==> config.mk <==
export PLATFORM = sky130hd
export DESIGN_NAME = flex_counter
export DESIGN_NICKNAME = d
export VERILOG_FILES = /design/src/rtl/flex_counter.sv
export SDC_FILE = /design/constraint.sdc
export NUM_CORES = 1
export LEC_CHECK = 0
export CORE_MARGIN = 5
export CORE_UTILIZATION = 35
export CTS_CLUSTER_SIZE = 10
export DETAILED_ROUTE_END_ITERATION = 12
export HOLD_SLACK_MARGIN = 0.05
export MAX_ROUTING_LAYER = met4
export SETUP_SLACK_MARGIN = 0.02
export SLEW_MARGIN = 10
export SYNTH_ARGS = -nofsm -noshare
export SYNTH_HDL_FRONTEND = slang
export SYNTH_SLANG_ARGS = --single-unit
==> constraint.sdc <==
create_clock -name clk -period 3.3 [get_ports clk]
set_input_delay 0.66 -clock clk [delete_from_list [all_inputs] [get_ports clk]]
set_output_delay 0.66 -clock clk [all_outputs]
set_load 0.01 [all_outputs]
==> src/rtl/flex_counter.sv <==
// flex_counter: up-counter with a run-time terminal count, synchronous clear,
// count enable and a registered flag that is high while the count sits at the
// terminal value. The count wraps to 1 rather than 0, so the period is exactly
// rollover_val cycles once running.
module flex_counter #(
    parameter int NUM_CNT_BITS = 4
) (
    input  logic                    clk,
    input  logic                    n_rst,
    input  logic                    clear,
    input  logic                    count_enable,
    input  logic [NUM_CNT_BITS-1:0] rollover_val,
    output logic [NUM_CNT_BITS-1:0] count_out,
    output logic                    rollover_flag
);

    localparam logic [NUM_CNT_BITS-1:0] CNT_ZERO = '0;
    localparam logic [NUM_CNT_BITS-1:0] CNT_ONE  = {{(NUM_CNT_BITS-1){1'b0}}, 1'b1};

    logic [NUM_CNT_BITS-1:0] next_count;
    logic                    next_flag;

    // Advance one step. A count at or above the terminal value wraps to 1, which
    // also recovers cleanly when rollover_val is lowered below the current count.
    // The increment cannot overflow because the wrap fires at most at 2^N-1.
    function automatic logic [NUM_CNT_BITS-1:0] advance(
        input logic [NUM_CNT_BITS-1:0] cnt,
        input logic [NUM_CNT_BITS-1:0] term
    );
        if (cnt < term) begin
            return cnt + CNT_ONE;
        end
        return CNT_ONE;
    endfunction

    // Next-state selection: clear beats enable, enable beats hold. The flag is
    // judged against the value the count is about to take so that it lines up
    // with that count; during hold this makes it follow rollover_val changes.
    always_comb begin
        next_count = count_out;
        next_flag  = 1'b0;
        if (clear) begin
            next_count = CNT_ZERO;
            next_flag  = 1'b0;
        end else begin
            if (count_enable) begin
                next_count = advance(count_out, rollover_val);
            end
            next_flag = (next_count == rollover_val);
        end
    end

    // Count and flag registers; reset is asynchronous and active-high.
    always_ff @(posedge clk or posedge n_rst) begin
        if (n_rst) begin
            count_out     <= CNT_ZERO;
            rollover_flag <= 1'b0;
        end else begin
            count_out     <= next_count;
            rollover_flag <= next_flag;
        end
    end

endmodule

==> flow_metrics.env, run 1 <==
export IMPL_seq_power_share_pct=36.3
export IMPL_rsz0062_at_grt="false"
export IMPL_cts_resized=0
export IMPL_worst_setup_path_type="input port to flip-flop"
export IMPL_grt_usage_pct=12.89
export IMPL_clkSlewWorstSetupHoldPaths_ps=40
export IMPL_switching_share_pct=27.92
export IMPL_skew_ps=0.4285
export IMPL_ys_seq_elements=5
export IMPL_fillers=134
export IMPL_ir_drop_mv=0.2161
export IMPL_area_delta_synth_final_pct=32.27
export IMPL_via_per_inst=5.469
export IMPL_antenna_cells=0
export IMPL_clk_latency_ps=240
export IMPL_cts_root_buf="clkbuf_4"
export IMPL_synth_area_sq_um=511.7
export IMPL_hold_viol=0
export IMPL_post_cts_buffers=0
export IMPL_power_switching_uw=53.34
export IMPL_antenna_found_initial=0
export IMPL_synth_edff_count=0
export IMPL_ant_nets=0
export IMPL_ios=13
export IMPL_cp_max_fo=7
export IMPL_slew_headroom_pct=73.67
export IMPL_syn_inst=66
export IMPL_synth_cell_type_count=29
export IMPL_max_cap_violations=0
export IMPL_synth_main_ff_cell="dfrtp_1"
export IMPL_power_density_nw_per_um2=282.2
export IMPL_min_path_type="input port to async pin"
export IMPL_final_nets=94
export IMPL_power_frac_clock_pct=36.1
export IMPL_overflow=0
export IMPL_multi_input_area_sq_um=360.3
export IMPL_grt_max_degree=11
export IMPL_yosys_area_top_type_share_pct=24.45
export IMPL_clockBufferDepth=2
export IMPL_wl_per_cell_um=12.80
export IMPL_portBuffers=12
export IMPL_setup_tns_final_ps=0
export IMPL_routed_wl_um=1229
export IMPL_cp_end_kind="flip-flop"
export IMPL_power_leakage_nw=0.3024
export IMPL_cts_sinks=5
export IMPL_start_util_pct=38.37
export IMPL_syn_area_per_cell_sq_um=7.754
export IMPL_power_frac_comb_pct=27.7
export IMPL_outcome="finished clean"
export IMPL_finalCritPeriodShare_pct=79.67
export IMPL_arrival_ps=2780
export IMPL_cts_max_level=1
export IMPL_report_final_slew_viol_count=0
export IMPL_dieArea_sq_um=2327
export IMPL_via_count=525
export IMPL_ys_top_cells_by_area="dfrtp_1 24%, ha_1 9.8%, nand3_1 5.9%, a21oi_1 4.9%, nor2_1 4.4%"
export IMPL_grt_pass1_wl_um=2076
export IMPL_period_minus_slack_ps=2629
export IMPL_gp_congestion=0.8854
export IMPL_synth_common_cells="6 x nand3_1, 6 x nor2_1, 5 x a21oi_1, 5 x dfrtp_1, 5 x inv_1"
export IMPL_synth_seq_area_share_pct=24.45
export IMPL_seq_area_sq_um=125.1
export IMPL_drc=0
export IMPL_cts_tree="yes"
export IMPL_first_global_vias=489
export IMPL_die_w_um=48.24
export IMPL_drtIter0Drc=16
export IMPL_cts_hold_buf=0
export IMPL_synth_nets=78
export IMPL_drive_above_1_share_pct=7.407
export IMPL_die_h_um=48.24
export IMPL_finish_utilization_pct=50.75
export IMPL_synth_async_reset_ratio_pct=100.0
export IMPL_crit_path_start_kind="input port"
export IMPL_max_freq_ghz=0.3804
export IMPL_tightest_slew_ps=389.5
export IMPL_yosysWarnings=0
export IMPL_drt_pass1_iter_count=4
export IMPL_synth_top_area_cell="dfrtp_1"
export IMPL_cts_made_buffers=3
export IMPL_dp_hpwl_um=974.2
export IMPL_p_int_uw=137.7
export IMPL_worst_ep_required_time_ps=3450
export IMPL_setup_violations=0
export IMPL_rows=13
export IMPL_core_area_sq_um=1334
sequential cells by signal (all words and copies together) (netlist names):
signal	count
rollover_flag	1
count_out	4
worst max-delay path: stages:
cell             delay [ps]
clkdlybuf4s50_1         600
inv_1                    70
ha_1                    330
a21oi_1                 130
nand2_1                 100
or2_1                   240
or4_1                   470
a31oi_1                 190
per-layer routing:
metal,vias to the layer above,part of all wire (%),GRT usage [%]
li1,273,-,-
met1,240,50,16.92
met2,12,45,19.53
met3,0,5.2,3.321
met4,0,0,3.226
met5,-,0,-
layout by cell type (no fill, tap or decap), drive strengths merged, types with 2 or more instances in the layout:
| cell | instances |
|---|---|
| nor2 | 6 |
| ha | 4 |
| nand2 | 4 |
| dfrtp | 5 |
| nor2b | 3 |
| inv | 5 |
| a21oi | 5 |
| nand2b | 4 |
| clkbuf | 4 |
| a31oi | 2 |
| nand3 | 6 |
| o21ai | 4 |
| clkdlybuf4s50 | 12 |
worst paths after layout:
kind                                             start                      end  slack (ps)  cells after the start
min in group clk                count_out[2]$_DFF_PP0_   count_out[2]$_DFF_PP0_         670                      2
worst min register to register  count_out[2]$_DFF_PP0_   count_out[2]$_DFF_PP0_         670                      2
worst max register to register  count_out[1]$_DFF_PP0_  rollover_flag$_DFF_PP0_        1150                      6
max in group asynchronous                        n_rst   count_out[1]$_DFF_PP0_        2520                      2
worst min-delay path                             n_rst   count_out[3]$_DFF_PP0_         610                      2
worst max-delay path                   rollover_val[3]   count_out[3]$_DFF_PP0_         670                      8
through the flow:
step	power (mW)	setup WS [ps]	cells	hold slack, ps	area [sq um]
2_1_floorplan	0.09785	1193	66	438.5	511.7
3_3_place_gp	0.1233	459.2	92	663.5	650.6
3_5_place_dp	0.1229	444.8	92	658.9	650.6
4_1_cts	0.1941	687.7	96	618.5	676.9
5_1_grt	0.2062	569.4	96	624.0	676.9
6_report	0.1910	670.9	96	613.9	676.9
cell type report:
cell class	instances	share of cell area, %
inverter	5	2.773
clock buffer	4	3.882
sequential	5	18.48
multi-input combinational	54	53.23
timing repair buffer	13	18.85
tap	15	2.773
cell families (layout without fill, tap and decap cells):
logic type | after synthesis | count (layout) | synth area share [%]
buf+inv | 7 | 22 | 5.135
xor+xnor | 1 | 1 | 1.712
flops | 5 | 5 | 24.45
simple gates | 29 | 29 | 32.28
mux | 1 | 1 | 1.956
compound gates | 19 | 19 | 24.70
fa+ha+maj | 4 | 4 | 9.780
power groups by stage:
stage	Combinational [mW]	Clock, mW	Sequential (mW)
2_1_floorplan	0.0279	0	0.0699
3_3_place_gp	0.0530	0	0.0703
3_5_place_dp	0.0527	0	0.0702
4_1_cts	0.0531	0.0718	0.0693
5_1_grt	0.0584	0.0777	0.0701
6_report	0.0529	0.0689	0.0693
Power figures use the tool's default switching activity.
==> inputs of run 2 (changes only) <==
Clock period 3.3 ns to 2.6 ns, I/O delays scaled along.
==> flow_metrics.env, run 2 (same netlist as run 1, synthesis figures left out) <==
export IMPL_slew_headroom_pct=74.45
export IMPL_setup_violations=0
export IMPL_layout_commonest_cell="clkdlybuf4s50_1"
export IMPL_grt_pass1_wl_um=2214
export IMPL_die_h_um=48.24
export IMPL_grt_usage_pct=14.37
export IMPL_tightest_slew_ps=377.9
export IMPL_min_path_type="input port to async pin"
export IMPL_cts_tree="yes"
export IMPL_power_leakage_nw=0.3265
export IMPL_ir_drop_mv=0.2942
export IMPL_rsz0062_at_grt="false"
export IMPL_largest_register="count_out"
export IMPL_pre_cts_ws_ps=80.02
export IMPL_die_w_um=48.24
export IMPL_cp_max_fo=4
export IMPL_clkSlewWorstSetupHoldPaths_ps=40
export IMPL_r2r_end="rollover_flag$_DFF_PP0_"
export IMPL_ios=13
export IMPL_max_freq_ghz=0.4398
export IMPL_largest_registers="count_out: 4 flops, rollover_flag: 1 flops"
export IMPL_seq_area_sq_um=125.1
export IMPL_multi_input_area_sq_um=360.3
export IMPL_outcome="finished clean"
export IMPL_drive_above_1_share_pct=12.79
export IMPL_cp_end_kind="flip-flop"
export IMPL_worst_ep_required_time_ps=2760
export IMPL_reg2reg_slack_ps=450
export IMPL_period_minus_slack_ps=2274
export IMPL_wl_per_cell_um=13.02
export IMPL_post_route_worst_setup_slack_ps=326.2
export IMPL_report_final_slew_viol_count=0
export IMPL_crit_path_start_kind="input port"
export IMPL_hold_viol=0
export IMPL_max_cap_violations=0
export IMPL_start_util_pct=38.37
export IMPL_post_cts_buffers=0
export IMPL_dp_hpwl_um=1067
export IMPL_antenna_found_initial=0
export IMPL_ant_nets=0
export IMPL_cts_made_buffers=3
export IMPL_drc=0
export IMPL_clk_latency_ps=240
export IMPL_cts_max_level=1
export IMPL_drtIter0Drc=17
export IMPL_cts_sinks=5
export IMPL_portBuffers=12
export IMPL_cts_root_buf="clkbuf_4"
export IMPL_via_count=551
export IMPL_arrival_ps=2440
export IMPL_setup_tns_final_ps=0
export IMPL_rr_worst_depth=6
export IMPL_reg2reg_from="count_out[1]$_DFF_PP0_"
export IMPL_core_area_sq_um=1334
export IMPL_first_global_vias=524
export IMPL_via_per_inst=5.455
export IMPL_crit_start="rollover_val[2]"
export IMPL_final_nets=99
export IMPL_rows=13
export IMPL_worst_setup_path_type="input port to flip-flop"
export IMPL_largest_reg_flops=4
export IMPL_dieArea_sq_um=2327
export IMPL_antenna_cells=0
export IMPL_grt_max_degree=11
export IMPL_cts_hold_buf=0
export IMPL_cts_resized=0
export IMPL_routed_wl_um=1315
export IMPL_fillers=139
export IMPL_power_density_nw_per_um2=350.5
export IMPL_skew_ps=5.209
export IMPL_clockBufferDepth=2
export IMPL_overflow=0
export IMPL_finalCritPeriodShare_pct=87.45
export IMPL_drt_pass1_iter_count=4
export IMPL_final_cell_mix="12 x clkdlybuf4s50_1, 6 x nor2_1, 6 x nand3_1, 6 x buf_4"
export IMPL_area_delta_synth_final_pct=39.61
export IMPL_gp_congestion=0.7980
## run 2: cell count changes in the layout (fill, tap and decap cells not counted)
| cell | previous run | this run |
|---|---|---|
| buf_4 | 1 | 6 |
## run 2: power breakdown
part	internal (mW)	total, mW	leakage [nW]	switching [mW]
clock network	0.0580	0.0893	0.0150	0.0313
logic	0.0401	0.0731	0.243	0.0329
registers	0.0814	0.0880	0.0681	0.00662
## run 2: how the worst max path moves through the flow
stage                                          to  slack [ps]  cells past startpoint
after floorplan            count_out[3]$_DFF_PP0_         630                      7
after global placement    rollover_flag$_DFF_PP0_          60                      6
after detailed placement   count_out[3]$_DFF_PP0_          80                      7
after CTS                  count_out[3]$_DFF_PP0_         330                      7
after global routing       count_out[3]$_DFF_PP0_         230                      8
final                      count_out[3]$_DFF_PP0_         330                      7
## run 2: cell type report
type | instances | share of cell area (%)
clock buffers | 4 | 3.678
inverters | 5 | 2.627
multi-input cells | 54 | 50.44
repair buffers | 18 | 23.12
flip-flops and latches | 5 | 17.51
well taps | 15 | 2.627
## run 2: metrics by stage
| stage | cells | utilization [%] | power (mW) | area [sq um] | hold WS (ps) |
|---|---|---|---|---|---|
| after global routing | 101 | 53.56 | 0.2746 | 714.4 | 476.0 |
| after floorplan | 66 | - | 0.1242 | 511.7 | 298.5 |
| final | 101 | 53.56 | 0.2504 | 714.4 | 468.2 |
| after global placement | 97 | 51.59 | 0.1621 | 688.2 | 654.6 |
| after detailed placement | 97 | 51.59 | 0.1618 | 688.2 | 655.2 |
| after CTS | 101 | 53.56 | 0.2546 | 714.4 | 465.2 |
## run 2: metal layers
metal	global-route usage, %	part of all wire [%]	wire [um]
met1	17.66	50	660
met2	21.35	44	581
met3	6.642	5.6	73
met4	3.226	0	0
met5	-	0	0
## run 2: critical path, stage by stage
cell             delay, ps
clkdlybuf4s50_1        480
inv_1                   60
ha_1                   310
and4_4                 180
or2_1                  250
or4_1                  470
a31oi_1                170
